File: config.mk
export PLATFORM = sky130hd
export DESIGN_NAME = fetch_stage
export DESIGN_NICKNAME = d
export VERILOG_FILES = /design/src/rtl/cpu_pkg.sv /design/src/rtl/fetch_stage_pc_reg.sv /design/src/rtl/fetch_stage.sv
export SDC_FILE = /design/constraint.sdc
export NUM_CORES = 1
export LEC_CHECK = 0
export CORE_UTILIZATION = 30
export CTS_BUF_LIST = sky130_fd_sc_hd__clkbuf_16
export DETAILED_ROUTE_END_ITERATION = 6
export PLACE_DENSITY = 0.69
export SLEW_MARGIN = 20
export SYNTH_ARGS = -nofsm -noshare
export SYNTH_HDL_FRONTEND = slang
export SYNTH_SLANG_ARGS = --single-unit
File: constraint.sdc
create_clock -name clk -period 1.7 [get_ports clk]
set_input_delay 0.34 -clock clk [delete_from_list [all_inputs] [get_ports clk]]
set_output_delay 0.34 -clock clk [all_outputs]
set_load 0.02 [all_outputs]
File: src/rtl/cpu_pkg.sv
// Purpose : shared instruction-field and fetch-state definitions for the CPU front end.
// Latency : n/a (types and constants only).
// Backpressure: n/a.
// Contents: instruction-type codes, type-field geometry, fetch FSM state enum.
package cpu_pkg;

  // Instruction-type codes carried in the top TYPE_W bits of every instruction.
  localparam logic [1:0] TYPE_CTRL = 2'b00;
  localparam logic [1:0] TYPE_MEM  = 2'b01;
  localparam logic [1:0] TYPE_DATA = 2'b10;
  localparam logic [1:0] TYPE_HALT = 2'b11;

  // The type field occupies the most significant TYPE_W bits.
  // Select it with instr[INSTR_W-1 -: TYPE_W].
  localparam int TYPE_W = 2;

  typedef enum logic [1:0] {
    BOOT = 2'd0,
    RUN  = 2'd1,
    HALT = 2'd2
  } fetch_state_t;

endpackage

File: src/rtl/fetch_stage_pc_reg.sv
// Purpose : program-counter register with a load (redirect) path and an enable (advance) path.
// Latency : one cycle from load/en to q.
// Backpressure: en=0 holds the value; load has priority over en.
// Ports   : clk, rst (async active-low), load/load_val, en/d, q.
module pc_reg #(
  parameter int            W         = 32,
  parameter logic [W-1:0]  RESET_VAL = '0
) (
  input  logic         clk,
  input  logic         rst,
  input  logic         load,
  input  logic [W-1:0] load_val,
  input  logic         en,
  input  logic [W-1:0] d,
  output logic [W-1:0] q
);

  always_ff @(posedge clk or negedge rst) begin
    if (!rst) begin
      q <= RESET_VAL;
    end else if (load) begin
      q <= load_val;
    end else if (en) begin
      q <= d;
    end
  end

endmodule

File: src/rtl/fetch_stage.sv
// Purpose : instruction fetch stage; holds the PC, addresses the async ROM, fills the IF/ID register.
// Latency : instruction at pc appears on id_instr one cycle later; a redirect costs one bubble.
// Backpressure: stall freezes PC and IF/ID; redirect overrides stall and HALT.
// Ports   : clk, rst (async active-low); imem_addr/imem_data ROM port; stall; jump_i/jump_ci/jump_cd,
//           alu_zero, jump_target redirect inputs; id_instr/id_pc_plus/id_valid IF/ID outputs; halted.
// Option  : FETCH_PERF_EN adds perf_fetched and perf_bubbles counters.
module fetch_stage
  import cpu_pkg::*;
#(
  parameter int                 ADDR_W   = 32,
  parameter int                 INSTR_W  = 32,
  parameter logic [ADDR_W-1:0]  RESET_PC = '0,
  parameter int                 PC_STEP  = 4
) (
  input  logic               clk,
  input  logic               rst,
  output logic [ADDR_W-1:0]  imem_addr,
  input  logic [INSTR_W-1:0] imem_data,
  input  logic               stall,
  input  logic               jump_i,
  input  logic               jump_ci,
  input  logic               jump_cd,
  input  logic               alu_zero,
  input  logic [ADDR_W-1:0]  jump_target,
  output logic [INSTR_W-1:0] id_instr,
  output logic [ADDR_W-1:0]  id_pc_plus,
  output logic               id_valid,
  output logic               halted
`ifdef FETCH_PERF_EN
  ,
  output logic [31:0]        perf_fetched,
  output logic [31:0]        perf_bubbles
`endif
);

  fetch_state_t      state;
  logic [ADDR_W-1:0] pc;
  logic [ADDR_W-1:0] pc_plus;
  logic              redirect;
  logic              fetch_go;
  logic              is_halt;
  logic              pc_en;

  assign redirect  = jump_i | (jump_ci & alu_zero) | (jump_cd & ~alu_zero);
  assign pc_plus   = pc + ADDR_W'(PC_STEP);   // wraps modulo 2^ADDR_W
  assign imem_addr = pc;
  assign is_halt   = (imem_data[INSTR_W-1 -: TYPE_W] == TYPE_HALT);

  // A fetch happens only in RUN with no stall and no redirect.
  assign fetch_go  = (state == RUN) & ~stall & ~redirect;
  // A fetched halt instruction is captured but the PC stays on it.
  assign pc_en     = fetch_go & ~is_halt;

  pc_reg #(
    .W         (ADDR_W),
    .RESET_VAL (RESET_PC)
  ) u_pc_reg (
    .clk      (clk),
    .rst      (rst),
    .load     (redirect),
    .load_val (jump_target),
    .en       (pc_en),
    .d        (pc_plus),
    .q        (pc)
  );

  always_ff @(posedge clk or negedge rst) begin
    if (!rst) begin
      state      <= BOOT;
      id_instr   <= '0;
      id_pc_plus <= '0;
      id_valid   <= 1'b0;
      halted     <= 1'b0;
    end else if (redirect) begin
      state      <= RUN;
      id_instr   <= '0;
      id_pc_plus <= '0;
      id_valid   <= 1'b0;
      halted     <= 1'b0;
    end else begin
      case (state)
        BOOT: begin
          state <= RUN;
        end
        HALT: begin
          // The halt instruction was presented once; keep IF/ID empty from now on.
          id_instr   <= '0;
          id_pc_plus <= '0;
          id_valid   <= 1'b0;
        end
        RUN: begin
          if (!stall) begin
            id_instr   <= imem_data;
            id_pc_plus <= pc_plus;
            id_valid   <= 1'b1;
            if (is_halt) begin
              state  <= HALT;
              halted <= 1'b1;
            end
          end
        end
        default: begin
          state <= BOOT;
        end
      endcase
    end
  end

`ifdef FETCH_PERF_EN
  always_ff @(posedge clk or negedge rst) begin
    if (!rst) begin
      perf_fetched <= '0;
      perf_bubbles <= '0;
    end else begin
      if (fetch_go) begin
        perf_fetched <= perf_fetched + 32'd1;
      end
      if ((stall | redirect) && (state != HALT)) begin
        perf_bubbles <= perf_bubbles + 32'd1;
      end
    end
  end
`endif

endmodule

==> reports/results.txt <==
Post-synth EDFFs: 0
HP Start: id_pc_plus[29]
core footprint: 15300 um2
Max Fanout on Critical Path: 6
Period minus WS final: 1.68 ns
Synth top area share: 52.8%
crit path DAT: 1.92 ns
total CTS buffers: 9
overflow left after global routing: 0
vias in the first global route: 4644
Least-Margin Pin Slew: 0.504 ns
Setup TNS Final: 0 ns
I/O pin cnt: 169
Hold Path Stages: 2
Synth cell types: 40
die width: 128 um
area leader, netlist: dfrtp_1
clock sink total: 100
first-pass GRT wire length: 23900 um
reg-to-reg slack, setup: 0.02 ns
Tot Pwr: 6110 uW
DR WL met3: 911 um
initial antenna violation count: 0
top_reg_cell synth: dfrtp_1
die area: 16300 um2
RePlAce Congestion: 0.819
Die Height: 128 um
Achievable Freq: 0.594 GHz
clk buf depth: 2
Mapped Area: 4740 um2
filler instances: 1390
Worst slew margin: 66.4%
Startpoint Class: flop
clock slew at reported path FFs: 0.07 ns
Worst Hold Endpoint: id_pc_plus[29]
R2R depth: 7
CP Capture Type: flop
final hold slack: 0.480 ns
Placed Cells: 895
DRT iter0 DRCs: 204
Mapped Avg Cell Area: 10.0 um2
power per cell area: 788 nW/um2
VDD IR max: 0.000448 V
Syn. warnings: 0
commonest non-fill, non-tap cell in the layout: clkdlybuf4s50_1
largest net degree at the start of global routing: 37
top layer in use: met4
max_cap viols: 0
fraction of layout cells with a size suffix above 1: 21.4%
port bufs: 168
area taken by multi-input logic gates: 2260 um2
Final Util: 50.6%
vias: 4452
share of flip-flops with an asynchronous set or reset: 100%
Setup Skew: 0.00686 ns
post-synthesis register bit count: 100
Layout Cells excl Fill: 915
post-synthesis net count: 544
most frequent cells in the layout: 114 x clkdlybuf4s50_1, 84 x nand2_1, 82 x dfrtp_1, 67 x buf_4, 44 x o21ai_0
Post-Route WL: 15200 um
period utilization: 99.1%
H-tree Lvls: 3
worst reg2reg path endpoint: u_pc_reg.q[31]
row cnt: 45
antenna cell count: 0
Initial Util: 30.9%
DR WL/cell: 16.6 um
DP HPWL: 11100 um
TritonCTS clock tree: done
RSZ-0062 raised after global routing: true
max-slew violations: 0
Worst EP required: 1.94 ns
reg2reg start: u_pc_reg.q[8]
met2 WL: 7170 um
worst-skew pair later-pin latency: 0.35 ns
Synth Instances: 472
Met1 Wirelength: 6800 um
crit path launch: u_pc_reg.q[8]
final setup fails: 0
synth top area cells: dfrtp_1 53%, xnor2_1 7.8%, nand2_1 6.7%
Pleak: 0.00357 uW
gr usage total: 19.0%
post-route ant nets: 0
status: finished clean
DRC: 0
vias per cell: 4.87
P&R area growth vs syn: 63.6%
Crit Path Class: flop to flop
storage element area: 2520 um2
final hold violation count: 0
worst hold path class: flop to flop
clk root buf: clkbuf_16
first-pass iteration count of the detailed router: 4
nets: 771
part of the Yosys area used for sequential elements: 52.8%
## through the flow
step	setup WS, ns	instance area, um2
floorplan	-0.0348	4850
global placement	-0.418	7230
detailed placement	-0.472	7230
CTS	0.000221	7530
global route	-0.0380	7750
finish	0.0157	7750
## timing repair
| action | CTS | global route |
|---|---|---|
| hold buffers | 1 | 0 |
| pin swaps | 2 | 5 |
| gates cloned | 0 | 2 |
| hold endpoints to repair | 30 | 0 |
| resized for setup | 54 | 44 |
| setup endpoints to repair | 98 | 97 |
| setup buffers | 0 | 2 |
## power breakdown
group / switching [uW] / internal [uW]
Combinational: 728 / 697
Sequential: 124 / 2530
Clock: 905 / 1120
## final cells by class
cell class	count	share of cell area [%]
clock inverters	7	0.775
inverters	5	0.242
clock buffers	9	2.90
well taps	211	3.40
multi-input cells	335	29.2
repair buffers	248	31.0
flip-flops and latches	100	32.6
## state kept, by name, indices dropped and copies added, names as in the netlist
name and cells:
id_pc_plus 32, u_pc_reg.q 32, id_instr 32, state 2, halted 1, id_valid 1
## synthesized netlist by cell type, types with 2 or more instances
master    count
nand4_1       9
and3_1        4
buf_4         2
inv_1         5
xor2_1       14
dfrtp_1     100
nor4_2        2
nand4_2       3
xnor2_1      42
nand2_1      84
a21oi_1       3
nor2_1       24
nor4_1        4
a22o_1       35
buf_2        16
nor3_1       15
and2_1        4
a31oi_1       3
clkbuf_1     10
nand3_1      14
and4_1        4
o21ai_0      48
clkbuf_2      2
a22oi_1       3
o21ai_1       7
## metal layers
layer,vias to the layer above,GRT usage [%]
li1,2102,-
met1,2169,24.8
met2,162,31.1
met3,19,3.55
met4,0,7.82
met5,-,0
## how the worst max path moves through the flow
stage / endpoint / slack, ns / cells after the start
global placement: id_pc_plus[18] / -0.42 / 8
detailed placement: u_pc_reg.q[24] / -0.47 / 8
finish: u_pc_reg.q[31] / 0.02 / 7
global route: u_pc_reg.q[31] / -0.04 / 7
floorplan: u_pc_reg.q[22] / -0.03 / 8
CTS: id_instr[31] / 0.0002 / 1
## critical path, cell delays in order, from the launching register on
cell	delay [ns]
dfrtp_2	0.39
and4_4	0.26
buf_4	0.13
nand4_4	0.13
buf_6	0.18
nor4_4	0.25
xnor2_1	0.17
o21ai_2	0.06
## kinds of logic after synthesis
kind of cell | Yosys count | share of synthesized area, %
simple gates | 176 | 18.8
compound gates | 102 | 14.1
buf+inv | 37 | 3.72
xor+xnor | 56 | 10.3
fa+ha+maj | 1 | 0.264
flops | 100 | 52.8
Note: power is estimated with default switching activity, not from simulation.
